--- src/rtl/mdc_multiport_addr_gen.sv ---
// Multi-port address generator: round-robin bursts from a shared local-memory read port into per-port FIFOs.
// Optional build macro MDC_ADDR_CHECK_EN drops out-of-range channels at start and raises a sticky err.
module mdc_multiport_addr_gen #(
    parameter int NPORTS      = 4,
    parameter int SIZEPORT    = 2,
    parameter int SIZEDATA    = 32,
    parameter int SIZEADDRESS = 12,
    parameter int SIZECOUNT   = 12,
    parameter int SIZEBURST   = 8,
    parameter int SIZEID      = 8
) (
    input  logic                   clk,
    input  logic                   rst,
    input  logic [SIZEDATA-1:0]    confin,
    input  logic [SIZEPORT-1:0]    conf_sel,
    input  logic                   conf_en,
    input  logic [SIZEID-1:0]      kernelIDin,
    input  logic                   start,
    output logic [SIZEID-1:0]      kernelIDout,
    output logic                   busy,
    output logic                   done,
    output logic                   err,
    output logic                   mem_en,
    output logic [SIZEADDRESS-1:0] mem_addr,
    input  logic [SIZEDATA-1:0]    mem_data,
    input  logic [NPORTS-1:0]      out_ready,
    output logic                   out_valid,
    output logic [SIZEPORT-1:0]    out_port,
    output logic [SIZEDATA-1:0]    out_data
);

    localparam int LW = (SIZEBURST > SIZECOUNT) ? SIZEBURST : SIZECOUNT;
    localparam logic [SIZEPORT:0] NP   = (SIZEPORT+1)'(NPORTS);
    localparam logic [SIZEPORT:0] LAST = (SIZEPORT+1)'(NPORTS-1);

    typedef enum logic [2:0] {S_IDLE, S_ARB, S_BURST, S_DRAIN, S_DONE} state_t;

    state_t                 r_state;
    logic [SIZEADDRESS-1:0] r_base  [NPORTS];
    logic [SIZECOUNT-1:0]   r_size  [NPORTS];
    logic [SIZEBURST-1:0]   r_burst [NPORTS];
    logic [SIZEADDRESS-1:0] r_addr  [NPORTS];
    logic [SIZECOUNT-1:0]   r_rem   [NPORTS];
    logic [SIZEPORT-1:0]    r_rr;
    logic [SIZEPORT-1:0]    r_gnt;
    logic [LW-1:0]          r_left;
    logic [SIZEID-1:0]      r_kid;
    logic                   r_busy;
    logic                   r_done;
    logic                   r_mem_en;
    logic [SIZEADDRESS-1:0] r_mem_addr;
    logic                   r_out_valid;
    logic [SIZEPORT-1:0]    r_out_port;

    logic [NPORTS-1:0]      w_ch_ok;
    logic                   w_any_act;
    logic                   w_any_rem;
    logic                   w_found;
    logic [SIZEPORT-1:0]    w_gnt;
    logic [LW-1:0]          w_burst1;
    logic [LW-1:0]          w_len;

    function automatic logic [SIZEPORT-1:0] f_wrap(input int v);
        return SIZEPORT'(v % NPORTS);
    endfunction

`ifdef MDC_ADDR_CHECK_EN
    localparam int AW = ((SIZEADDRESS > SIZECOUNT) ? SIZEADDRESS : SIZECOUNT) + 1;
    localparam logic [AW-1:0] SPAN = AW'(1) << SIZEADDRESS;
    logic r_err;
    logic w_viol;

    // A channel is in range when its last address does not pass the top of memory.
    always_comb begin
        w_viol = 1'b0;
        for (int i = 0; i < NPORTS; i++) begin
            w_ch_ok[i] = (AW'(r_base[i]) + AW'(r_size[i])) <= SPAN;
            if (r_size[i] != '0 && !w_ch_ok[i]) w_viol = 1'b1;
        end
    end
    assign err = r_err;
`else
    assign w_ch_ok = '1;
    assign err     = 1'b0;
`endif

    always_comb begin
        w_any_act = 1'b0;
        w_any_rem = 1'b0;
        for (int i = 0; i < NPORTS; i++) begin
            if (r_size[i] != '0 && w_ch_ok[i]) w_any_act = 1'b1;
            if (r_rem[i] != '0)                w_any_rem = 1'b1;
        end
    end

    // NOTE: every always_comb output gets a default first so no latch is inferred.
    // Descending scan: the last hit is the first eligible channel at or after r_rr.
    always_comb begin
        w_found = 1'b0;
        w_gnt   = '0;
        for (int i = NPORTS-1; i >= 0; i--) begin
            if (r_rem[f_wrap(int'(r_rr) + i)] != '0 && out_ready[f_wrap(int'(r_rr) + i)]) begin
                w_found = 1'b1;
                w_gnt   = f_wrap(int'(r_rr) + i);
            end
        end
        w_burst1 = (r_burst[w_gnt] == '0) ? LW'(1) : LW'(r_burst[w_gnt]);
        w_len    = (w_burst1 < LW'(r_rem[w_gnt])) ? w_burst1 : LW'(r_rem[w_gnt]);
    end

    // NOTE: the small config/counter arrays are reset because their zero state is architecturally visible.
    always_ff @(posedge clk or posedge rst) begin
        if (rst) begin
            r_state     <= S_IDLE;
            r_rr        <= '0;
            r_gnt       <= '0;
            r_left      <= '0;
            r_kid       <= '0;
            r_busy      <= 1'b0;
            r_done      <= 1'b0;
            r_mem_en    <= 1'b0;
            r_mem_addr  <= '0;
            r_out_valid <= 1'b0;
            r_out_port  <= '0;
`ifdef MDC_ADDR_CHECK_EN
            r_err       <= 1'b0;
`endif
            for (int i = 0; i < NPORTS; i++) begin
                r_base[i]  <= '0;
                r_size[i]  <= '0;
                r_burst[i] <= '0;
                r_addr[i]  <= '0;
                r_rem[i]   <= '0;
            end
        end else begin
            r_out_valid <= r_mem_en;
            r_out_port  <= r_gnt;
            case (r_state)
                S_IDLE: begin
                    if (conf_en && ({1'b0, conf_sel} < NP)) begin
                        r_base[conf_sel]  <= confin[SIZEADDRESS-1:0];
                        r_size[conf_sel]  <= confin[SIZEADDRESS+SIZECOUNT-1:SIZEADDRESS];
                        r_burst[conf_sel] <= confin[SIZEADDRESS+SIZECOUNT+SIZEBURST-1:SIZEADDRESS+SIZECOUNT];
                    end
                    if (start) begin
                        r_kid <= kernelIDin;
`ifdef MDC_ADDR_CHECK_EN
                        r_err <= w_viol;
`endif
                        for (int i = 0; i < NPORTS; i++) begin
                            r_addr[i] <= r_base[i];
                            r_rem[i]  <= w_ch_ok[i] ? r_size[i] : '0;
                        end
                        if (w_any_act) begin
                            r_state <= S_ARB;
                            r_busy  <= 1'b1;
                        end else begin
                            r_state <= S_DONE;
                            r_done  <= 1'b1;
                        end
                    end
                end
                S_ARB: begin
                    if (w_found) begin
                        r_gnt             <= w_gnt;
                        r_mem_en          <= 1'b1;
                        r_mem_addr        <= r_addr[w_gnt];
                        r_addr[w_gnt]     <= r_addr[w_gnt] + SIZEADDRESS'(1);
                        r_rem[w_gnt]      <= r_rem[w_gnt] - SIZECOUNT'(1);
                        r_left            <= w_len - LW'(1);
                        r_state           <= S_BURST;
                    end else if (!w_any_rem) begin
                        r_busy  <= 1'b0;
                        r_done  <= 1'b1;
                        r_state <= S_DONE;
                    end
                end
                S_BURST: begin
                    if (r_left != '0) begin
                        r_mem_en      <= 1'b1;
                        r_mem_addr    <= r_addr[r_gnt];
                        r_addr[r_gnt] <= r_addr[r_gnt] + SIZEADDRESS'(1);
                        r_rem[r_gnt]  <= r_rem[r_gnt] - SIZECOUNT'(1);
                        r_left        <= r_left - LW'(1);
                    end else begin
                        r_mem_en <= 1'b0;
                        r_rr     <= ({1'b0, r_gnt} == LAST) ? '0 : r_gnt + SIZEPORT'(1);
                        r_state  <= S_DRAIN;
                    end
                end
                S_DRAIN: r_state <= S_ARB;
                S_DONE: begin
                    r_done  <= 1'b0;
                    r_state <= S_IDLE;
                end
                default: r_state <= S_IDLE;
            endcase
        end
    end

    assign kernelIDout = r_kid;
    assign busy        = r_busy;
    assign done        = r_done;
    assign mem_en      = r_mem_en;
    assign mem_addr    = r_mem_addr;
    assign out_valid   = r_out_valid;
    assign out_port    = r_out_port;
    assign out_data    = r_out_valid ? mem_data : '0;

endmodule

--- config.mk ---
export PLATFORM = sky130hd
export DESIGN_NAME = mdc_multiport_addr_gen
export DESIGN_NICKNAME = d
export VERILOG_FILES = /design/src/rtl/mdc_multiport_addr_gen.sv
export SDC_FILE = /design/constraint.sdc
export NUM_CORES = 1
export LEC_CHECK = 0
export ABC_AREA = 0
export BUFFER_PORTS_ARGS = -buffer_cell sky130_fd_sc_hd__buf_4
export CORE_ASPECT_RATIO = 1.4
export CORE_UTILIZATION = 59
export CTS_BUF_LIST = sky130_fd_sc_hd__clkbuf_8
export DETAILED_ROUTE_END_ITERATION = 12
export PLACE_DENSITY_LB_ADDON = 0.25
export SLEW_MARGIN = 20
export SYNTH_ARGS = -nofsm -noshare
export SYNTH_HDL_FRONTEND = slang
export SYNTH_SLANG_ARGS = --single-unit
--- constraint.sdc ---
create_clock -name clk -period 16.7 [get_ports clk]
set_input_delay 0 -clock clk [delete_from_list [all_inputs] [get_ports clk]]
set_output_delay 0 -clock clk [all_outputs]
set_load 0.03 [all_outputs]
# Word-level counts from Yosys, hierarchy flattened

Index checks and enable logic that the tools add are counted.

Bits in registers: 269
Bits in latches: 0
Memory bits (writable): 0
Memory bits (read-only): 0
Input bits: 82
Output and inout bits: 59
Memories: 0

Add/subtract/negate cells: 10
$mul: 0
Div/mod/pow operators: 0
Magnitude comparators: 15
Eq/ne operators: 14
Shifts and indexed selects: 0
Muxes and demuxes: 103
Bitwise operators: 8
Reductions and logical operators: 36

Operator list:

| kind                  | count |
|---|---|
| $bwmux 48             | 6 |
| $mux 12               | 24 |
| $mux 48               | 6 |
| $pmux 48 s3           | 2 |
| $bmux 12 s2           | 8 |
| $reduce_bool 12->1    | 13 |
| $demux 12 s2          | 3 |
| $pmux 12 s2           | 2 |
| $sub 12x1->12 const B | 4 |
| $bwmux 32             | 1 |
| $mux 32               | 1 |
| $mux 8                | 4 |
| $mux 1                | 26 |
| $add 12x1->12 const B | 2 |
| $ge 3x3->1 const B    | 7 |
| $not 2->3             | 7 |
| $bmux 8 s2            | 1 |
| $demux 8 s2           | 1 |
| $ne 2x2->1 const B    | 8 |
| $mux 3                | 5 |
| $lt 2x3->1 const B    | 4 |
| $lt 8x12->1           | 1 |
| $pmux 3 s4            | 1 |
| $mux 2                | 5 |
| 21 further kinds      | 44 |

# Longest topological paths before layout

Depth after elaboration: 22
Depth in mapped cells: 28
Gate-level depth less buffers: 24

# Worst setup path after synthesis

No wires, ideal clock.

Kind: reg-to-reg
Start: register r_rem[0] in the netlist's numbering
End: register r_left[10]
Arrival time: 5565 ps
Path slack: 11062 ps
Cell stages (with the launch flop): 24
Path through: dfrtp_1 > or4_4 > o31a_1 > or4b_1 > a31oi_1 > or3_1 > buf_2 > clkbuf_1 > nand3_1 > o21ai_1 > ha_1 > a21o_1 > a211o_1 > or2_2 > a21oi_1 > a21oi_1 > o221a_2 > a21oi_1 > ha_1 > nand2_1 > nor3_2 > o211ai_1 > a211oi_1 > nor2b_1

Cells in the longest elaborated chain, start to end: 20
Elaborated cells between the ends (all ways): 44
Those cells by class: add/sub (1); order compare (1); eq/ne (1); mux (30); bitwise (1); reduce/logical (10)

Ends and longest elaborated chain:

| item                                        | line     | RTL |
|---|---|---|
| from (decl)                                 | 43       | `logic [SIZECOUNT-1:0] r_rem [NPORTS];` |
| from (signal, indexed assignment)           | 152      | `r_rem[i] <= w_ch_ok[i] ? r_size[i] : '0;` |
| from (signal, indexed assignment)           | 169      | `r_rem[w_gnt] <= r_rem[w_gnt] - SIZECOUNT'(1);` |
| from (signal, indexed assignment)           | 183      | `r_rem[r_gnt] <= r_rem[r_gnt] - SIZECOUNT'(1);` |
| $bmux 12 s2                                 | 102      | `if (r_rem[f_wrap(int'(r_rr) + i)] != '0 && out_ready[f_wrap(int'(r_rr) + i)]) begin` |
| $mux 12 (not written as such) (2 in series) | 102      |  |
| $reduce_bool 12->1                          | 102      |  |
| $logic_and 1x1->1                           | 102      |  |
| $mux 2 (4 in series)                        | 102      |  |
| $not 2->3 (not written as such)             | 107, 108 |  |
| $bmux 8 s2                                  | 107      | `w_burst1 = (r_burst[w_gnt] == '0) ? LW'(1) : LW'(r_burst[w_gnt]);` |
| $mux 8 (not written as such) (2 in series)  | 107      |  |
| $logic_not 8->1                             | 107      |  |
| $mux 8                                      | 107      |  |
| $lt 8x12->1                                 | 108      | `w_len = (w_burst1 < LW'(r_rem[w_gnt])) ? w_burst1 : LW'(r_rem[w_gnt]);` |
| $mux 12                                     | 108      |  |
| $sub 12x1->12                               | 170      | `r_left <= w_len - LW'(1);` |
| $mux 12                                     | 164      | `if (w_found) begin` |
| $pmux 12 s2                                 | 138      | `case (r_state)` |
| to (signal assigned)                        | 170      |  |
| to (signal assigned)                        | 184      | `r_left <= r_left - LW'(1);` |
| to (decl)                                   | 46       | `logic [LW-1:0] r_left;` |

Several ways; a longest one is shown, not always the timed one. The select of a mux whose other input is x is not followed.
A chain may end at the register's enable or synchronous reset.

# Worst setup path in the final report

Start: register r_rem[25] in the netlist's numbering
End: register r_left[10]

Same word-level chain as after synthesis.

==> summary.txt <==
Status
  – Run status: finished, violations left
  – Violated checks: design-rule violations

Worst setup path
  – CP Launch Type: flip-flop
  – Kind of end point of the critical path: flip-flop
  – Arrival time worst endpoint: between 7 and 8 ns
  – Largest incremental delay on the critical path: about 0.62 ns
  – Worst path top cell family by delay: compound AO/OA/AOI/OAI gates
  – Most used cell along the critical path: sky130_fd_sc_hd__o211ai_1
  – Worst Path Buf+Inv: 1
  – Crit-path max FO: 40
  – Cell with the biggest individual delay on the critical path: sky130_fd_sc_hd__or4_1
  – Critical-path cell list: or4_1 -> or3_1 -> o211ai_1 -> o211ai_1 -> nand3_2 -> buf_4 -> mux2i_1 -> mux2i_1 -> ha_1 -> a21o_1 -> a211o_1 -> o22ai_1 -> a211oi_1 -> nor2_1 -> a21oi_1 -> o221a_2 -> a21oi_1 -> ha_1 -> nand2_1 -> nor3_2 -> o211ai_1 -> a211oi_1 -> nor2b_1
  – Crit path kind: reg -> reg
  – Worst path required time: 17.21 ns

Pwr
  – Logic gate share of total power: 16.4%
  – Post-layout power: 1.51 mW
  – Static leakage: between 8 and 9 nW
  – Sw Ratio: 29.2%
  – Internal Pwr Total: about 1.1 mW
  – NetSw: 0.442 mW
  – Flop pwr share: 45.0%
  – Power share of the clock group: slightly below 40%
  – VDD IR max: 73.4 uV
  – Power density of the placed cells: approximately 81 mW/mm^2

Detailed routing
  – Post-detailed-route DRC marker count: 3
  – Iteration count of the initial detailed-routing pass: 13
  – Vias: 15200
  – Overall routed net length: 53900 microns
  – Via density per instance: 6.85
  – DRC violation total after the first TritonRoute iteration: 1937
  – Number of nets with antenna violations after detailed routing: 0
  – Detail-routed net length per standard cell: roughly 24 microns

Die
  – Die boundary width: 142 microns
  – Count of pins on the block boundary: approximately 140
  – Height of the die: just under 200 microns
  – Overall die area: 0.0280 sq mm
  – Initial core utilization: 60.0%
  – Area of the core region: 0.0269 sq mm
  – FP Rows: 71

Clocking
  – Skew-Pair Late Insertion Delay: between 0.5 and 0.6 ns
  – CTS sink count: about 270
  – Clock tree from TritonCTS: built
  – CTS buffer count: 42
  – CTS H-Tree Depth: 2
  – CTS root buf: sky130_fd_sc_hd__clkbuf_8
  – Setup bufs post-CTS: 0
  – CTS max path bufs: 3
  – Clock-pin slew reported for the worst setup and hold paths after clock tree synthesis: 0.06 ns

Global route
  – Grt ovf: 0
  – Number of global-route vias before repair: 14900
  – Total routing resource utilization after global routing: 39.2%
  – Pin count of the biggest net entering global routing: 123
  – First-pass GRT wire length: 83400 microns
  – Number of antenna violations at the first check in global routing: 1

Finish
  – Final non-filler cell total: 2215
  – Filler Cells Inserted: between 2000 and 2500
  – Antenna diode instance count: 0
  – Area added between synthesis and finish: 15.7%
  – Net count of the finished layout: 1922
  – Most common cell after layout, fill and taps aside: sky130_fd_sc_hd__dfrtp_1
  – Leading cell types in the layout, fill and taps excluded: sky130_fd_sc_hd__dfrtp_1, sky130_fd_sc_hd__nand2_1, sky130_fd_sc_hd__buf_4
  – Final core area utilization: a little over two thirds
  – Layout cells sized above 1: around 24%
  – Design area: 0.0187 sq mm

Yosys
  – Avg Inst Size Synth: 9.52 sq um
  – EDFF count, synth: 0
  – Distinct cell type count of the synthesized netlist: 79
  – Cell accounting for the most synthesized area: sky130_fd_sc_hd__dfrtp_1
  – Synthesized netlist cell count: 1696
  – Synth top area cells: sky130_fd_sc_hd__dfrtp_1, sky130_fd_sc_hd__mux2_2, sky130_fd_sc_hd__nand2_1
  – Synth Warn #: 0
  – Share of async-settable or async-resettable flops after synthesis: between 90% and 100%
  – Most used DFF post-synth: sky130_fd_sc_hd__dfrtp_1
  – Post-synthesis net count: around 1800
  – Area share of the largest cell type after synthesis: a little over two fifths
  – Area of the mapped netlist: approximately 0.016 sq mm
  – Count of state elements after synthesis: 269
  – Portion of the post-synthesis area used by sequential elements: 41.7%

Timing
  – Hold Violations, Final: 0
  – Worst-margin pin slew: 1.13 ns
  – Worst setup skew after layout: 0.0207 ns
  – Setup repair after global routing missed its margin: false
  – Crit share post-route: 41.9%
  – Slew Limit Fails: 0
  – Crit path time final: 7.00 ns
  – Worst-case headroom to the max-slew limit: 24.6%
  – Accumulated negative setup slack: 0 ns
  – Smallest setup slack after layout: 9.70 ns
  – Fin Hold WS: around 0.11 ns
  – Fmax: roughly 140 MHz
  – Setup-violating endpoint count in the final report: 0

Place
  – Routability congestion estimate from global placement: 1.03
  – Number of instances in the placed design: 2103
  – Count of input and output buffers: 139
  – Half-perimeter wire length of the detailed placement result: 34700 microns
  – Instance area after placement: between 0.015 and 0.02 sq mm
  – Worst slack at placement: 9.81 ns

Hold path
  – Worst Hold Class: in -> async

Flow run
  – Max Cap Viol: 0
[worst paths after layout]
| kind | from | to | slack, ns | cells past startpoint |
|---|---|---|---|---|
| hold reg to reg | mem_en | out_valid | 0.41 | 0 |
| min in group clk | out_ready[0] | r_left[11] | 0.16 | 6 |
| setup / recovery | r_rem[25] | r_left[10] | 9.70 | 23 |
| max in group asynchronous | rst | r_gnt[0] | 14.48 | 5 |
| hold / removal | rst | r_addr[29] | 0.11 | 3 |
| setup reg to reg | r_rem[25] | r_left[10] | 9.70 | 23 |
[worst min-delay path, delay by kind of cell]
kind / cells / cell delay (ns)
buf+inv: 3 / 1.22
[repair_timing]
action | 4_1_cts | 5_1_grt
hold endpoints to repair | 261 | 0
gates resized for setup | 0 | 0
hold buffers | 42 | 0
[layer usage]
| metal | part of all wire (%) | vias to the layer above | GRT usage, % |
|---|---|---|---|
| met5 | 0 | - | 0 |
| met4 | 6.1 | 0 | 24.0 |
| met3 | 12 | 237 | 8.20 |
| met2 | 47 | 1087 | 63.9 |
| met1 | 35 | 7288 | 47.6 |
| li1 | - | 6558 | - |
[synth_stat cells, types with 24 or more instances]
library cell and number:
sky130_fd_sc_hd__o21ai_0 124, sky130_fd_sc_hd__nor4_1 24, sky130_fd_sc_hd__xnor2_1 25, sky130_fd_sc_hd__nand2_1 227, sky130_fd_sc_hd__nand3_1 30, sky130_fd_sc_hd__a21oi_1 102, sky130_fd_sc_hd__mux2_2 147, sky130_fd_sc_hd__nor2_1 162
sky130_fd_sc_hd__dfrtp_1 269, sky130_fd_sc_hd__mux2i_1 33, sky130_fd_sc_hd__a222oi_1 75, sky130_fd_sc_hd__and2_1 40, sky130_fd_sc_hd__clkbuf_1 101, sky130_fd_sc_hd__mux4_2 26
[kinds of logic after synthesis]
kind of cell,count (synthesis),share of synthesized area (%)
adder cells (fa/ha/maj),16,1.24
flip-flops,269,41.7
buffers and inverters,146,3.70
AO/OA/AOI/OAI,422,17.7
multiplexers,209,16.2
other,1,0.0232
XOR/XNOR,45,2.44
AND/OR/NAND/NOR,588,17.0
[flip-flops by register name (all words and copies together), names as in the netlist, 8 cells and up]
register	flops
r_addr	48
r_base	48
r_rem	48
r_size	48
r_burst	32
mem_addr	12
r_left	12
kernelIDout	8
[final cells by class]
class | instances | area, sq um | share of cell area [%]
Tap cell | 365 | 457 | 2.44
Clock buffer | 51 | 702 | 3.76
Clock inverter | 19 | 159 | 0.851
Inverter | 20 | 82.6 | 0.442
Multi-Input combinational cell | 1281 | 8860 | 47.4
Sequential cell | 269 | 6730 | 36.0
Timing Repair Buffer | 210 | 1690 | 9.02
[power groups by stage]
stage               sequential (mW)  combinational, mW  clock, mW
floorplan                     0.703              0.141          0
global placement              0.692              0.231          0
finish                        0.681              0.249      0.583
global route                  0.683              0.265      0.615
detailed placement            0.693              0.234          0
CTS                           0.681              0.244      0.589
Power figures use the tool's default switching activity.
